==> config.mk <==
export PLATFORM = sky130hd
export DESIGN_NAME = cu_param
export DESIGN_NICKNAME = d
export VERILOG_FILES = /design/src/rtl/cu_param_pkg.sv /design/src/rtl/cu_param.sv
export SDC_FILE = /design/constraint.sdc
export NUM_CORES = 1
export LEC_CHECK = 0
export CORE_MARGIN = 2
export CORE_UTILIZATION = 41
export CTS_CLUSTER_SIZE = 12
export DETAILED_ROUTE_END_ITERATION = 10
export PLACE_DENSITY = 0.94
export SLEW_MARGIN = 20
export SYNTH_ARGS = -nofsm -noshare
export SYNTH_HDL_FRONTEND = slang
export SYNTH_SLANG_ARGS = --single-unit
==> constraint.sdc <==
create_clock -name clk -period 4 [get_ports clk]
set_clock_uncertainty 0.2 [all_clocks]
set_input_delay 0.6 -clock clk [delete_from_list [all_inputs] [get_ports clk]]
set_output_delay 0.6 -clock clk [all_outputs]
set_load 0.05 [all_outputs]
==> src/rtl/cu_param_pkg.sv <==
// Shared state type, opcode map, encodings and control-word type for cu_param.
// Sits alongside mycpu_pkg; only control-unit items live here.
package cu_param_pkg;

  // Control-unit states
  typedef enum logic [2:0] {
    ST_RST  = 3'd0,
    ST_INF  = 3'd1,
    ST_EX0  = 3'd2,
    ST_MEMW = 3'd3,
    ST_SHF  = 3'd4,
    ST_HLT  = 3'd5
  } cu_state_e;

  // Opcode map (7-bit opcodes; 0x00..0x0F are register ALU ops)
  localparam logic [6:0] OP_ALU_LAST = 7'h0F;
  localparam logic [6:0] OP_LDI      = 7'h10;
  localparam logic [6:0] OP_ADI      = 7'h11;
  localparam logic [6:0] OP_LD       = 7'h20;
  localparam logic [6:0] OP_ST       = 7'h21;
  localparam logic [6:0] OP_IOR      = 7'h22;
  localparam logic [6:0] OP_IOW      = 7'h23;
  localparam logic [6:0] OP_BRZ      = 7'h30;
  localparam logic [6:0] OP_BRN      = 7'h31;
  localparam logic [6:0] OP_JMP      = 7'h32;
  localparam logic [6:0] OP_SHLN     = 7'h38;
  localparam logic [6:0] OP_HAL      = 7'h7F;

  // PC select encodings
  localparam logic [1:0] PS_HOLD = 2'b00;
  localparam logic [1:0] PS_INC  = 2'b01;
  localparam logic [1:0] PS_BR   = 2'b10;
  localparam logic [1:0] PS_JMP  = 2'b11;

  // Result mux encodings
  localparam logic [1:0] MD_ALU = 2'b00;
  localparam logic [1:0] MD_MEM = 2'b01;

  // ALU function selects used directly by the control unit
  localparam logic [3:0] FS_SHL  = 4'b1110;
  localparam logic [3:0] FS_MOVB = 4'b1100;
  localparam logic [3:0] FS_ADD  = 4'b0010;

  // Fixed-width part of the control word; rs and fs are sized by the
  // instantiating module's parameters and are handled there.
  typedef struct packed {
    logic       il;
    logic [1:0] ps;
    logic       rw;
    logic       mm;
    logic [1:0] md;
    logic       mb;
    logic       wen;     // active-low
    logic       iom;
    logic       req;
    logic       halted;
    logic       ill;
  } ctrl_word_t;

  localparam ctrl_word_t CTRL_IDLE = '{
    il:     1'b0,
    ps:     PS_HOLD,
    rw:     1'b0,
    mm:     1'b0,
    md:     MD_ALU,
    mb:     1'b0,
    wen:    1'b1,
    iom:    1'b0,
    req:    1'b0,
    halted: 1'b0,
    ill:    1'b0
  };

  // Control word for a memory/IO transfer cycle. The write-back and PC
  // advance only happen in the cycle the transfer completes.
  function automatic ctrl_word_t xfer_word(input logic is_load,
                                           input logic is_io,
                                           input logic is_store,
                                           input logic done);
    ctrl_word_t w;
    w     = CTRL_IDLE;
    w.req = 1'b1;
    w.iom = is_io;
    w.md  = is_load ? MD_MEM : MD_ALU;
    w.wen = ~is_store;
    w.rw  = done & is_load;
    w.ps  = done ? PS_INC : PS_HOLD;
    return w;
  endfunction

endpackage

==> src/rtl/cu_param.sv <==
// cu_param: parametrised multicycle control unit for the mycpu datapath.
// Fetch (INF) / execute (EX0) sequencing with memory wait states, an
// N-cycle shift loop, halt/resume and an illegal-opcode pulse.
// Outputs are a combinational decode of state, instruction and flags.
// IW is expected to equal OPW + 3*RAW.
module cu_param
  import cu_param_pkg::*;
#(
  parameter int IW  = 16,
  parameter int OPW = 7,
  parameter int RAW = 3,
  parameter int FSW = 4
) (
  input  logic                 clk,
  input  logic                 rst_n,
  input  logic [IW-1:0]        ins_in,
  input  logic                 z_in,
  input  logic                 n_in,
  input  logic                 rdy_in,
  input  logic                 go_in,
  output logic                 il_out,
  output logic [1:0]           ps_out,
  output logic                 rw_out,
  output logic [3*(RAW+1)-1:0] rs_out,
  output logic                 mm_out,
  output logic [1:0]           md_out,
  output logic                 mb_out,
  output logic [FSW-1:0]       fs_out,
  output logic                 wen_out,
  output logic                 iom_out,
  output logic                 req_out,
  output logic                 halted_out,
  output logic                 ill_out
);

  localparam int RSW = 3*(RAW+1);

  // State and shift counter
  cu_state_e      state_q, state_d;
  logic [RAW-1:0] cnt_q, cnt_d;

  // Instruction fields
  logic [OPW-1:0] op;
  logic [RAW-1:0] dst_f, a_f, b_f;

  assign op    = ins_in[IW-1 -: OPW];
  assign dst_f = ins_in[3*RAW-1 -: RAW];
  assign a_f   = ins_in[2*RAW-1 -: RAW];
  assign b_f   = ins_in[RAW-1:0];

  // Register-select words: normal operand order, and the shift form that
  // reads and writes dst with srcB forced to r0.
  logic [RSW-1:0] rs_fields, rs_shift;

  assign rs_fields = {1'b0, dst_f, 1'b0, a_f, 1'b0, b_f};
  assign rs_shift  = {1'b0, dst_f, 1'b0, dst_f, 1'b0, {RAW{1'b0}}};

  // Opcode classification
  logic is_alu, is_ldi, is_adi, is_ld, is_st, is_ior, is_iow;
  logic is_brz, is_brn, is_jmp, is_shln, is_hal;
  logic is_xfer, is_load, is_io, is_store;

  assign is_alu  = (op <= OPW'(OP_ALU_LAST));
  assign is_ldi  = (op == OPW'(OP_LDI));
  assign is_adi  = (op == OPW'(OP_ADI));
  assign is_ld   = (op == OPW'(OP_LD));
  assign is_st   = (op == OPW'(OP_ST));
  assign is_ior  = (op == OPW'(OP_IOR));
  assign is_iow  = (op == OPW'(OP_IOW));
  assign is_brz  = (op == OPW'(OP_BRZ));
  assign is_brn  = (op == OPW'(OP_BRN));
  assign is_jmp  = (op == OPW'(OP_JMP));
  assign is_shln = (op == OPW'(OP_SHLN));
  assign is_hal  = (op == OPW'(OP_HAL));

  assign is_xfer  = is_ld | is_st | is_ior | is_iow;
  assign is_load  = is_ld | is_ior;
  assign is_io    = is_ior | is_iow;
  assign is_store = is_st | is_iow;

  // Decoded control word for the current cycle
  ctrl_word_t     cw;
  logic [RSW-1:0] rs_val;
  logic [FSW-1:0] fs_val;

  // Advance state and shift counter; reset aborts any wait or shift loop
  always_ff @(posedge clk or negedge rst_n) begin
    if (!rst_n) begin
      state_q <= ST_RST;
      cnt_q   <= '0;
    end else begin
      state_q <= state_d;
      cnt_q   <= cnt_d;
    end
  end

  // Decode control word and next state from state, instruction and flags
  always_comb begin
    cw      = CTRL_IDLE;
    rs_val  = '0;
    fs_val  = '0;
    state_d = state_q;
    cnt_d   = cnt_q;

    unique case (state_q)
      ST_RST: begin
        state_d = ST_INF;
      end

      ST_INF: begin
        cw.il   = 1'b1;
        cw.mm   = 1'b1;
        state_d = ST_EX0;
      end

      ST_EX0: begin
        rs_val  = rs_fields;
        cw.ps   = PS_INC;
        state_d = ST_INF;
        if (is_alu) begin
          cw.rw  = 1'b1;
          fs_val = FSW'(op[3:0]);
        end else if (is_ldi) begin
          cw.rw  = 1'b1;
          cw.mb  = 1'b1;
          fs_val = FSW'(FS_MOVB);
        end else if (is_adi) begin
          cw.rw  = 1'b1;
          cw.mb  = 1'b1;
          fs_val = FSW'(FS_ADD);
        end else if (is_xfer) begin
          cw = xfer_word(is_load, is_io, is_store, rdy_in);
          if (!rdy_in) begin
            state_d = ST_MEMW;
          end
        end else if (is_brz) begin
          cw.ps = z_in ? PS_BR : PS_INC;
        end else if (is_brn) begin
          cw.ps = n_in ? PS_BR : PS_INC;
        end else if (is_jmp) begin
          cw.ps = PS_JMP;
        end else if (is_shln) begin
          // A zero shift count degenerates to a plain PC increment
          if (b_f != '0) begin
            cw.rw  = 1'b1;
            rs_val = rs_shift;
            fs_val = FSW'(FS_SHL);
            cnt_d  = b_f - RAW'(1);
            if (b_f != RAW'(1)) begin
              cw.ps   = PS_HOLD;
              state_d = ST_SHF;
            end
          end
        end else if (is_hal) begin
          state_d = ST_HLT;
        end else begin
          cw.ill = 1'b1;
        end
      end

      ST_MEMW: begin
        // Only transfer opcodes can reach this state
        rs_val = rs_fields;
        cw     = xfer_word(is_load, is_io, is_store, rdy_in);
        if (rdy_in) begin
          state_d = ST_INF;
        end
      end

      ST_SHF: begin
        // cnt_q holds the number of shift cycles still to run
        cw.rw  = 1'b1;
        rs_val = rs_shift;
        fs_val = FSW'(FS_SHL);
        cnt_d  = cnt_q - RAW'(1);
        if (cnt_q == RAW'(1)) begin
          cw.ps   = PS_INC;
          state_d = ST_INF;
        end
      end

      ST_HLT: begin
        // PC was advanced in EX0, so resume goes straight to fetch
        cw.halted = 1'b1;
        if (go_in) begin
          state_d = ST_INF;
        end
      end

      default: begin
        state_d = ST_RST;
      end
    endcase
  end

  assign il_out     = cw.il;
  assign ps_out     = cw.ps;
  assign rw_out     = cw.rw;
  assign rs_out     = rs_val;
  assign mm_out     = cw.mm;
  assign md_out     = cw.md;
  assign mb_out     = cw.mb;
  assign fs_out     = fs_val;
  assign wen_out    = cw.wen;
  assign iom_out    = cw.iom;
  assign req_out    = cw.req;
  assign halted_out = cw.halted;
  assign ill_out    = cw.ill;

endmodule

; ---- Word-level counts from Yosys, hierarchy flattened
; Cells that the tools add are included.
[word_totals]
register_bits = 6
input_bits = 22
out_inout_bits = 29
word_cells = 135
[op_classes]
addsub = 2
n_lt_le_gt_ge = 1
eq_ne = 30
mux = 87
bitwise_logic = 8
reduce_logical = 5
[op_table]
columns = op, count
row1 = $mux 3, 26
row2 = $mux 7, 9
row3 = $eq 7x6->1 const B, 8
row4 = $mux 4, 9
row5 = $pmux 11 s3, 1
row6 = $ne 2x2->1 const B, 12
row7 = $mux 2, 11
row8 = $mux 1, 19
row9 = $pmux 3 s6, 1
row10 = $eq 7x5->1 const B, 2
row11 = $pmux 6 s2, 1
row12 = $mux 5, 2
row13 = $reduce_and 10->1, 1
row14 = $mux 9, 1
row15 = $pmux 3 s3, 1
row16 = $pmux 4 s2, 1
row17 = $eq 7x7->1 const B, 1
row18 = $le 7x4->1 const B, 1
row19 = $eq 3x1->1 const B, 2
row20 = $eq 3x2->1 const B, 2
row21 = $eq 3x3->1 const B, 2
row22 = $mux 6, 1
row23 = $or 1x1->1, 6
row24 = $pmux 1 s2, 3
row25 = 9 further kinds, 10

; ---- Logic depth before layout (Yosys ltp)
[logic_depth]
word_depth = 12
mapped_depth = 6
mapped_depth_nobuf = 6

; ---- Least setup slack after synthesis
; OpenSTA, ideal clock, no wires.
[synth_timing]
path_kind = input port to output port
from = input port ins_in[13]
to = output port ps_out[1]
t_arrival_ps = 2816
required_time_ps = 3200
setup_slack_ps = 384
path_stages = 5
path_buffers = 2
cell_sequence = clkbuf_1 > or3_1 > clkbuf_1 > nand3_1 > nor4_1
[synth_between]
elab_chain_len = 9
[synth_rtl]
columns = element, line_no
row1 = start: declaration, cu_param.sv:16  ; input logic [IW-1:0] ins_in,
row2 = "$eq 7x6->1, on equally long branches", "cu_param.sv:72, cu_param.sv:66, cu_param.sv:67"
row3 = $mux 2 / $or 1x1->1 (equally long branches), "cu_param.sv:140, cu_param.sv:76"
row4 = $mux 2 / $or 1x1->1 (equally long branches), "cu_param.sv:138, cu_param.sv:76"
row5 = $mux 2 / $or 1x1->1 (equally long branches), "cu_param.sv:136, cu_param.sv:76"
row6 = $mux 3, cu_param.sv:131  ; end else if (is_xfer) begin
row7 = $mux 2, cu_param.sv:127  ; end else if (is_adi) begin
row8 = $mux 2, cu_param.sv:123  ; end else if (is_ldi) begin
row9 = $mux 2 (*), cu_param.sv:120  ; if (is_alu) begin
row10 = $pmux 3 s3 (*), cu_param.sv:105  ; unique case (state_q)
row11 = end: declaration, cu_param.sv:22  ; output logic [1:0] ps_out,
; Every way passes the cells marked *; elsewhere a longest branch is shown, timed or not.

; ---- Worst setup path in the final report
[layout_timing]
from = input port ins_in[12]
to = output port wen_out
[layout_between]
elab_chain_len = 9
[layout_rtl]
columns = element, line_no
row1 = "$eq 7x6->1, on equally long branches", "cu_param.sv:66, cu_param.sv:67"
row2 = $or 1x1->1 (3 in series), cu_param.sv:76  ; assign is_xfer = is_ld | is_st | is_ior | is_iow;
row3 = $mux 6, cu_param.sv:131
row4 = $mux 5, cu_param.sv:127
row5 = $mux 5, cu_param.sv:123
row6 = $mux 9, cu_param.sv:120
row7 = $pmux 6 s2 (*), cu_param.sv:105
row8 = end: declaration, cu_param.sv:29  ; output logic wen_out,
; Marked as above.

==> impl_results.md <==
* Sequential-to-total area share from yosys stat at 17.14%
* Power Dens Cells at roughly 170 mW/mm²
* CP most frequent cell: clkdlybuf4s50_1
* Final non-filler cell total at 200
* # H-tree levels at 1
* Gp weighted congestion at 0.8903
* Final setup fails at 0
* Num ports at 51
* CTS Sinks at 6
* HPWL after DPL at about 2300 µm
* Mapped Cells at approximately 130
* Final worst path period need at between 3 and 4 ns
* PortBufs at 46
* RSZ-0062 raised after global routing: no
* Dpl ws at between 0.2 and 0.25 ns
* Die X at about 50 µm
* Antenna cells at 0
* TritonCTS buffer count at 3
* Crit end category: output port
* Die footprint at 0.002522 mm²
* Vias in the first global route at 1098
* M1 GR Usage at between 20% and 30%
* Core area at around 0.0020 mm²
* Critical Path Max Stage Delay at slightly below 0.8 ns
* First-pass GRT wire length at around 4600 µm
* Grt total ovfl at 0
* Antenna violations before repair at 0
* DR DRC count at 0
* Largest net degree at the start of global routing at 11
* Post-Route WL at around 2900 µm
* Initial Utilization at between 40 and 50%
* Critical path peak fanout at 8
* Worst vdd ir at between 0.2 and 0.25 mV
* Met3 Use GR at 5.952%
* Max Root-Sink Buffers at 2
* Share of cells above drive strength 1 at between 10% and 20%
* CP Cell Sequence: clkdlybuf4s50_1, or4b_2, nor2_1, nand3_1, clkdlybuf4s50_1
* Final hold vios at 0
* Setup slack after layout at 0.2090 ns
* Fin util at a little under three quarters
* Postcts setup bufs at 0
* Synthesis-to-finish area growth at 61.57%
* Final worst path period share at ~95%
* Setup TNS at 0 ns
* WP data arrival at 2.99 ns
* DP Cell Count at about 200
* Post-cts sizing count at 0
* GRT met2 Usage at 39.69%
* Slowest CP cell: or4b_2
* Iteration-0 DRC Markers at 56
* NumNets Final at between 200 and 250
* Post-CTS Hold Buffers at 0
* Later-pin clock latency in the skew report at 0.24 ns
* Element type at the critical path start: input port
* Final ANT Viol Nets at 0
* Overall routing resource usage at a little under a quarter
* Slew @ Worst Pin at 0.5074 ns
* Slew Limit Fails at 0
* Worst slew margin at 66.06%
* Setup CP Type: input port to output port
* Setup crit start: ins_in[12]
* Drt first pass iters at 4
* Status: complete, no violations
* Avg Cell Area, Syn at between 6 and 7 µm²
* Gr busiest metal: met2
* Root Driver: clkbuf_4
* Vias at 1172
* RR Startpoint: state_q[0]$_DFFE_PN0P_
* Crit path required time at approximately 3.2 ns
* Die height at about 50 µm
* FF+latch count, synth at 6
* Clock transition at the registers of the reported paths at 0.04 ns
* Worst hold path class: register to register
* Netlist cell types at 38
* FP Rows at 16
* Yosys warnings at 0
* Hold_sp: cnt_q[2]$_DFFE_PN0P_
* Max-Cap Viols at 0
* Wire length per cell at around 14 µm
* FMAX at between 0.2 and 0.3 GHz
* CTS tree: done
* Leak at slightly below 0.6 nW
* Routed vias/inst at between 5 and 6
* Mapped cell area at ~900 µm²
-- cells by family after synthesis --
logic type	count (synthesis)	share of synthesized area, %
buf+inv	15	8.572
fa+ha+maj	4	5.715
compound gates	33	25.57
simple gates	69	42.57
other cells	1	0.4282
flops	6	17.14
-- power breakdown --
group          switching [mW]  leakage [nW]  internal, mW  total (mW)
Clock                  0.0216        0.0138        0.0339      0.0556
Combinational          0.0708         0.505        0.0497       0.121
Sequential            0.00515        0.0742        0.0654      0.0706
Total                  0.0976         0.593         0.149       0.247
-- state kept, by name (all words and copies together) (netlist names) --
register	cells
state_q	3
cnt_q	3
-- placed cells by master, fill, tap and decap left out, drive strengths merged, types with 6 or more instances in the layout --
cell type,n
dfrtp,6
o21ai,8
nor3,9
a21oi,6
nand2,9
nor2,17
buf,15
clkdlybuf4s50,32
nor2b,6
inv,7
-- synth_stat cells, drive strengths merged --
cell type | instances | area share (%)
nor2 | 17 | 7.3
nand2 | 9 | 3.9
nor3 | 9 | 5.1
o21ai | 8 | 4.6
inv | 7 | 3.0
a21oi | 6 | 3.4
dfrtp | 6 | 17
nor2b | 6 | 4.3
and2 | 5 | 3.6
buf | 5 | 4.3
nand3 | 5 | 2.9
ha | 4 | 5.7
a22o | 3 | 3.0
clkbuf | 3 | 1.3
nand2b | 3 | 2.1
nor4 | 3 | 2.1
a211oi | 2 | 1.7
a21boi | 2 | 1.7
a21o | 2 | 1.7
nand3b | 2 | 1.7
nand4 | 2 | 1.4
o31ai | 2 | 1.7
or3 | 2 | 1.4
or4 | 2 | 2.3
or4b | 2 | 2.7
a221o | 1 | 1.1
a221oi | 1 | 1.0
a31oi | 1 | 0.71
conb | 1 | 0.43
o211a | 1 | 1.1
o211ai | 1 | 0.86
o21bai | 1 | 0.86
o22a | 1 | 1.0
o41ai | 1 | 1.0
or2 | 1 | 0.71
or3b | 1 | 1.0
-- worst max-delay path, delay by kind of cell --
kind / cells / cell delay [ns]
buffers and inverters: 2 / 1.24
AND/OR/NAND/NOR: 3 / 1.15
-- final cells by class --
type | count | area (µm²)
clock buffer | 3 | 22.52
fill | 154 | 566.8
inverter | 7 | 26.28
multi-input combinational | 110 | 661.9
sequential | 6 | 150.1
tap | 27 | 33.78
timing repair buffer | 47 | 520.5
-- per-stage QoR --
step	power (mW)	cell area [µm²]	hold WS, ns
after CTS	0.2476	1415	0.3637
after floorplan	0.1415	887.1	0.1044
after global placement	0.1878	1393	0.3414
after global routing	0.2604	1415	0.3940
after detailed placement	0.1903	1393	0.3522
final	0.2467	1415	0.3614
-- worst paths after layout --
check | endpoint | slack [ns] | cells past startpoint
min | cnt_q[2]$_DFFE_PN0P_ | 0.36 | 1
max | wen_out | 0.21 | 5
min in group asynchronous | cnt_q[1]$_DFFE_PN0P_ | 0.41 | 1
max reg2reg | cnt_q[0]$_DFFE_PN0P_ | 1.79 | 4
max in group asynchronous | cnt_q[0]$_DFFE_PN0P_ | 2.97 | 1
min reg2reg | cnt_q[2]$_DFFE_PN0P_ | 0.36 | 1
-- routing by layer --
metal	share of wire, %	wire length [µm]
met5	0	0
met4	1.5	44
met3	11	314
met2	49	1419
met1	38	1108
No activity file was read; power rests on OpenSTA's default activity.
